[config.mk]
export PLATFORM = sky130hd
export DESIGN_NAME = sdr_arbiter
export DESIGN_NICKNAME = d
export VERILOG_FILES = /design/src/rtl/sdr_arbiter_pkg.sv /design/src/rtl/sdr_arb_rr2.sv /design/src/rtl/sdr_arbiter.sv
export SDC_FILE = /design/constraint.sdc
export NUM_CORES = 1
export LEC_CHECK = 0
export CAP_MARGIN = 20
export CORE_ASPECT_RATIO = 0.75
export CORE_UTILIZATION = 35
export CTS_BUF_LIST = sky130_fd_sc_hd__clkbuf_8
export DETAILED_ROUTE_END_ITERATION = 7
export GPL_ROUTABILITY_DRIVEN = 0
export PLACE_DENSITY = 0.72
export SLEW_MARGIN = 10
export SYNTH_ARGS = -nofsm -noshare
export SYNTH_HDL_FRONTEND = slang
export SYNTH_HIERARCHICAL = 1
export SYNTH_SLANG_ARGS = --single-unit
export TNS_END_PERCENT = 10
[constraint.sdc]
create_clock -name clk -period 2.19 [get_ports clk]
set_input_delay 0.657 -clock clk [delete_from_list [all_inputs] [get_ports clk]]
set_output_delay 0.657 -clock clk [all_outputs]
set_load 0.01 [all_outputs]
[src/rtl/sdr_arbiter_pkg.sv]
// -----------------------------------------------------------------------------
// sdr_arbiter_pkg
// Shared definitions for the two-port SDRAM user-port arbiter:
//   - state_e      : 2-bit FSM encoding (IDLE, HOLD, RD_WAIT)
//   - ID_W / id_t  : requester id width and type
//   - CNT_W        : read-timeout counter width (timeouts up to 1023 cycles)
//   - ERR_DATA_DEF : default data returned for a timed-out read
// -----------------------------------------------------------------------------
package sdr_arbiter_pkg;

    localparam int ID_W  = 1;
    localparam int CNT_W = 10;

    typedef logic [ID_W-1:0] id_t;

    typedef enum logic [1:0] {
        ST_IDLE    = 2'd0,
        ST_HOLD    = 2'd1,
        ST_RD_WAIT = 2'd2
    } state_e;

    localparam logic [31:0] ERR_DATA_DEF = 32'hDEAD_BEEF;

endpackage

[src/rtl/sdr_arb_rr2.sv]
// -----------------------------------------------------------------------------
// sdr_arb_rr2
// Combinational two-requester winner selection.
//   RR_EN = 1 : on a tie, the requester that was NOT granted last wins.
//   RR_EN = 0 : on a tie, requester 0 always wins.
// Ports:
//   req_i   [1:0] in   request vector, bit N = requester N
//   last_i        in   id of the most recent grant
//   valid_o       out  at least one request is present
//   gnt_o         out  id of the winner (meaningful only when valid_o = 1)
// -----------------------------------------------------------------------------
module sdr_arb_rr2
    import sdr_arbiter_pkg::*;
#(
    parameter bit RR_EN = 1'b1
) (
    input  logic [1:0] req_i,
    input  id_t        last_i,
    output logic       valid_o,
    output id_t        gnt_o
);

    always_comb begin
        valid_o = |req_i;
        gnt_o   = '0;
        if (req_i[0] && req_i[1]) begin
            gnt_o = RR_EN ? ~last_i : id_t'(0);
        end else if (req_i[1]) begin
            gnt_o = id_t'(1);
        end
    end

endmodule

[src/rtl/sdr_arbiter.sv]
// -----------------------------------------------------------------------------
// sdr_arbiter
// Arbitrates two requesters onto one SDRAM controller user port. One
// transaction is outstanding at a time; reads wait for the controller's
// return (or a timeout) and the data is routed back to the owner.
// Every output is driven straight from a register.
// Ports:
//   clk, rst                  clock, synchronous active-high reset
//   mN_req/rw/addr/wdata      requester N command (held until mN_ack)
//   mN_ack                    one-cycle accept/issue pulse
//   mN_rvalid/rdata/rerr      read return; rerr marks a timed-out read
//   sdr_addr/rw/wdata         registered command to the controller
//   sdr_in_valid              one-cycle issue pulse to the controller
//   sdr_busy                  controller cannot accept a command
//   sdr_out_valid/rdata       controller read return
// RD_TIMEOUT must lie in 4..1023.
// -----------------------------------------------------------------------------
module sdr_arbiter
    import sdr_arbiter_pkg::*;
#(
    parameter bit          RR_EN      = 1'b1,
    parameter int          RD_TIMEOUT = 64,
    parameter logic [31:0] ERR_DATA   = ERR_DATA_DEF
) (
    input  logic        clk,
    input  logic        rst,
    input  logic        m0_req,
    input  logic        m0_rw,
    input  logic [22:0] m0_addr,
    input  logic [31:0] m0_wdata,
    output logic        m0_ack,
    output logic        m0_rvalid,
    output logic [31:0] m0_rdata,
    output logic        m0_rerr,
    input  logic        m1_req,
    input  logic        m1_rw,
    input  logic [22:0] m1_addr,
    input  logic [31:0] m1_wdata,
    output logic        m1_ack,
    output logic        m1_rvalid,
    output logic [31:0] m1_rdata,
    output logic        m1_rerr,
    output logic [22:0] sdr_addr,
    output logic        sdr_rw,
    output logic [31:0] sdr_wdata,
    output logic        sdr_in_valid,
    input  logic        sdr_busy,
    input  logic        sdr_out_valid,
    input  logic [31:0] sdr_rdata
);

    // The counter starts at RD_TIMEOUT-1 and times out on the cycle it reads
    // zero, so the owner is answered after exactly RD_TIMEOUT RD_WAIT cycles.
    localparam logic [CNT_W-1:0] TO_LOAD = CNT_W'(RD_TIMEOUT - 1);

    state_e            state_q, state_d;
    logic              hold_first_q, hold_first_d;
    logic [CNT_W-1:0]  cnt_q, cnt_d;
    id_t               owner_q, owner_d;
    id_t               last_q, last_d;
    logic              in_valid_q, in_valid_d;
    logic [22:0]       addr_q, addr_d;
    logic              rw_q, rw_d;
    logic [31:0]       wdata_q, wdata_d;
    logic [1:0]        ack_q, ack_d;
    logic [1:0]        rvalid_q, rvalid_d;
    logic [1:0]        rerr_q, rerr_d;
    logic [31:0]       rdata0_q, rdata0_d;
    logic [31:0]       rdata1_q, rdata1_d;

    logic              gnt_valid;
    id_t               gnt_id;
    logic [31:0]       ret_data;

    sdr_arb_rr2 #(
        .RR_EN (RR_EN)
    ) u_arb (
        .req_i   ({m1_req, m0_req}),
        .last_i  (last_q),
        .valid_o (gnt_valid),
        .gnt_o   (gnt_id)
    );

    // NOTE: every variable gets a default before the case so no path leaves
    // it unassigned; otherwise synthesis infers a latch.
    always_comb begin
        state_d      = state_q;
        hold_first_d = 1'b0;
        cnt_d        = cnt_q;
        owner_d      = owner_q;
        last_d       = last_q;
        in_valid_d   = 1'b0;
        addr_d       = addr_q;
        rw_d         = rw_q;
        wdata_d      = wdata_q;
        ack_d        = '0;
        rvalid_d     = '0;
        rerr_d       = '0;
        rdata0_d     = rdata0_q;
        rdata1_d     = rdata1_q;
        ret_data     = '0;

        case (state_q)
            ST_IDLE: begin
                if (!sdr_busy && gnt_valid) begin
                    in_valid_d     = 1'b1;
                    ack_d[gnt_id]  = 1'b1;
                    last_d         = gnt_id;
                    owner_d        = gnt_id;
                    if (gnt_id == id_t'(1)) begin
                        rw_d    = m1_rw;
                        addr_d  = m1_addr;
                        wdata_d = m1_wdata;
                    end else begin
                        rw_d    = m0_rw;
                        addr_d  = m0_addr;
                        wdata_d = m0_wdata;
                    end
                    if (rw_d) begin
                        state_d      = ST_HOLD;
                        hold_first_d = 1'b1;
                    end else begin
                        state_d = ST_RD_WAIT;
                        cnt_d   = TO_LOAD;
                    end
                end
            end

            // The first HOLD cycle is unconditional: the controller raises
            // sdr_busy one cycle after seeing sdr_in_valid, so busy is not
            // trustworthy until the second cycle.
            ST_HOLD: begin
                if (!hold_first_q && !sdr_busy) begin
                    state_d = ST_IDLE;
                end
            end

            ST_RD_WAIT: begin
                if (sdr_out_valid || cnt_q == '0) begin
                    ret_data        = sdr_out_valid ? sdr_rdata : ERR_DATA;
                    rvalid_d[owner_q] = 1'b1;
                    rerr_d[owner_q]   = !sdr_out_valid;
                    if (owner_q == id_t'(1)) begin
                        rdata1_d = ret_data;
                    end else begin
                        rdata0_d = ret_data;
                    end
                    state_d      = ST_HOLD;
                    hold_first_d = 1'b1;
                end else begin
                    cnt_d = cnt_q - 1'b1;
                end
            end

            default: state_d = ST_IDLE;
        endcase
    end

    // NOTE: non-blocking assignments here so every register samples the
    // pre-edge value of every other register, independent of statement order.
    always_ff @(posedge clk) begin
        if (rst) begin
            state_q      <= ST_IDLE;
            hold_first_q <= 1'b0;
            cnt_q        <= '0;
            owner_q      <= '0;
            last_q       <= '0;
            in_valid_q   <= 1'b0;
            addr_q       <= '0;
            rw_q         <= 1'b0;
            wdata_q      <= '0;
            ack_q        <= '0;
            rvalid_q     <= '0;
            rerr_q       <= '0;
            rdata0_q     <= '0;
            rdata1_q     <= '0;
        end else begin
            state_q      <= state_d;
            hold_first_q <= hold_first_d;
            cnt_q        <= cnt_d;
            owner_q      <= owner_d;
            last_q       <= last_d;
            in_valid_q   <= in_valid_d;
            addr_q       <= addr_d;
            rw_q         <= rw_d;
            wdata_q      <= wdata_d;
            ack_q        <= ack_d;
            rvalid_q     <= rvalid_d;
            rerr_q       <= rerr_d;
            rdata0_q     <= rdata0_d;
            rdata1_q     <= rdata1_d;
        end
    end

    assign sdr_in_valid = in_valid_q;
    assign sdr_addr     = addr_q;
    assign sdr_rw       = rw_q;
    assign sdr_wdata    = wdata_q;
    assign m0_ack       = ack_q[0];
    assign m1_ack       = ack_q[1];
    assign m0_rvalid    = rvalid_q[0];
    assign m1_rvalid    = rvalid_q[1];
    assign m0_rerr      = rerr_q[0];
    assign m1_rerr      = rerr_q[1];
    assign m0_rdata     = rdata0_q;
    assign m1_rdata     = rdata1_q;

endmodule

==> metrics.yaml <==
timing:
  final_hold_viol_count: 0
  number_of_max_slew_violations_in_the_final_report: 0
  final_min_period_over_clock_period_pct: 96.3
  tightestPinTransition_ns: 0.765
  post-route-min-period_ns: 2.11
  setup_viol_count_final: 0
  max_clock_freq_mhz: 474
  final.setup_skew_ns: 0.0124
  max-slew-margin-rel_pct: 49.0
worst_setup_path:
  worstPathArrival_ns: 2.44
  worst_path_largest_cell_delay_ns: 0.49
  critical_path.reg2reg.endpoint: "m1_rdata[11]"
  criticalPathCategory: "in2reg"
  flop_to_flop_setup_slack_ns: 0.12
  worst_r2r_path_depth: 7
  critPathCaptureType: "register"
  worst-path-max-fanout: 6
  worst_path_required_time_ns: 2.52
  worst_r2r_startpoint: "cnt_q[1]"
  cell_with_the_largest_stage_delay_on_the_worst_path: "or4b_4"
  critical_path.cell_chain: "clkdlybuf4s50_1 -> or2_1 -> or4b_4 -> nor2_1 -> buf_4 -> o21ai_1 -> a221oi_1"
  setup.worst_path.start_class: "input port"
floorplanning:
  chipHeight_um: 116
  top_level_ports: 277
  rows: 41
  floorplan.die_area_um2: 18000
  core_region_area_um2: 16900
  die_w_um: 155
  initial_core_util_pct: 36.1
route:
  count_of_tritonroute_iterations_in_the_first_routing_pass: 7
  drt-initial-drc-count: 346
  detail_route.vias_per_cell: 5.34
  totalWireLength_um: 19100
  drt-wirelength-per-cell_um: 16.7
  route.vias.total: 6109
  route.detailed.drc: 0
  drtAntennaViolNets: 0
worst_hold_path:
  timing.hold.worst.start: "m0_rdata[22]"
  whs_endpoint: "m0_rdata[22]"
  hold_path_depth: 2
  worstHoldPathType: "reg2reg"
cells_and_area:
  area_growth_syn_to_layout_pct: 58.0
  layout-drive-gt1-share_pct: 10.2
  final_nets: 1068
  finish.instance_area_um2: 9650
  final_util_pct: 57.0
  n_antenna_cell: 0
  instances_no_fill: 1143
clock_network:
  tritoncts: "yes"
  clk_pin_slew_worst_paths_ns: 0.08
  cts-htree-levels: 4
  clock-sinks: 141
  cts_inserted_buffers: 17
  post_cts_hold_buffer_count: 0
  clock_latency_ns: 0.44
  post-cts-setup-buffer-count: 0
  root_buffer: "clkbuf_8"
  clock_tree.buffer_depth: 2
  cts_repair_resize_count: 0
synth:
  synth-warning-count: 6
  post_synth.cell_area_avg_um2: 9.23
  synth.most_common_cell: "dfxtp_1"
  synthFlopType: "dfxtp_1"
  synthesis.instances: 662
  synth.distinct_cells: 43
  ys_seq_area_share_pct: 46.2
  synth-edff-count: 0
  synth.net_count: 813
  netlist.area_leader.share_pct: 46.2
  synth.area.top_cells: "dfxtp_1, mux2i_1, a211oi_1"
  mappedNetlistArea_um2: 6110
  synthArstFlopShare_pct: 0
  synth.ff_latch_count: 141
  synth.largest_area_cell: "dfxtp_1"
  synthTopCellsByCount: "dfxtp_1, nor2_1, a211oi_1, nor3_1, mux2i_1"
pwr:
  p_leak_uw: 0.00337
  total_power_uw: 6590
  power_per_cell_area_nw_per_um2: 683
  irDropWorstVdd_v: 0.000430
grt:
  first_pass_grt_wire_length_um: 30000
  antenna_found_initial: 0
  gr-total-overflow: 0
  number_of_global_route_vias_before_repair: 5788
  track_usage_pct: 21.1
  pin_count_of_the_biggest_net_entering_global_routing: 67
run:
  max_cap_viol_count: 0
placed_design:
  half_perimeter_wire_length_after_detailed_placement_um: 13300
  place_inst: 1113
  portBuffers: 276
  placed_cell_area_um2: 9220
status:
  status: "finished, final reports clean"
[report_power, final]
part           switching, uW  internal (uW)
Clock                    997           1200
Sequential              97.2           2730
Combinational            751            816
Total                   1850           4750
[metrics by stage]
stage               setup TNS [ns]  worst slack (ns)  hold WS, ns
floorplan                        0            0.0585        0.440
global placement             -6.29            -0.274        0.453
detailed placement          -10.68            -0.315        0.465
CTS                              0            0.0415        0.470
global route              -0.00722          -0.00722        0.479
finish                           0            0.0820        0.473
[cells in the final DEF (no fill, tap or decap), drive strengths merged, types with 2 or more instances in the layout]
cell             n
a21oi           20
o31ai           22
clkinv           2
clkinvlp         4
or4b             2
nor2            65
or2              3
a311oi           3
clkbuf          20
dfxtp          141
o31a             2
nor4            50
or4              4
or3              2
o21ai            2
inv              9
nor3            58
clkdlybuf4s50  275
nand4           16
a211oi          58
a31oi           51
bufinv           3
mux2i           55
buf             41
nand3            2
nand2            5
[final cells by class]
| type | instances | area, um2 |
|---|---|---|
| Fill cell | 1529 | 7280 |
| Timing Repair Buffer | 316 | 3190 |
| Multi-Input combinational cell | 433 | 2920 |
| Sequential cell | 141 | 2820 |
| Clock buffer | 20 | 275 |
| Tap cell | 215 | 269 |
| Clock inverter | 10 | 141 |
| Inverter | 8 | 30.0 |
[sequential cells by signal, summed over array words and instances, names as in the netlist]
signal	count
state_q	2
sdr_wdata	32
sdr_addr	23
cnt_q	10
m1_rdata	32
hold_first_q	1
rerr_q	2
rvalid_q	2
sdr_rw	1
m0_rdata	32
last_q	1
ack_q	2
sdr_in_valid	1
[metal layers]
metal | part of all wire (%) | global-route usage [%] | vias to the layer above
met4 | 1.5 | 6.93 | 0
met5 | 0 | 0 | -
met2 | 46 | 33.7 | 209
li1 | - | - | 3036
met3 | 7.4 | 7.05 | 21
met1 | 45 | 27.1 | 2843
[worst max-delay path by stage]
stage | endpoint | from | cells after the start | slack, ns
2_1_floorplan | sdr_addr[16] | m1_req | 6 | 0.06
3_3_place_gp | cnt_q[6] | m1_req | 7 | -0.27
3_5_place_dp | cnt_q[4] | m1_req | 7 | -0.31
4_1_cts | m1_rdata[11] | cnt_q[1] | 7 | 0.04
5_1_grt | cnt_q[4] | m1_req | 7 | -0.007
6_report | cnt_q[4] | m1_req | 7 | 0.08
[cells by family after synthesis]
| family | synth area share (%) |
|---|---|
| buffers and inverters | 6.56 |
| DFF | 46.2 |
| adders and majority gates | 0.205 |
| and+or+nand+nor | 18.2 |
| AOI/OAI and AO/OA | 19.6 |
| muxes | 9.20 |
[critical path: cells and delay by family]
kind / cells / cell delay [ns]
buf+inv: 2 / 0.63
simple gates: 3 / 0.77
compound gates: 2 / 0.38
(Power assumes the default switching activity.)
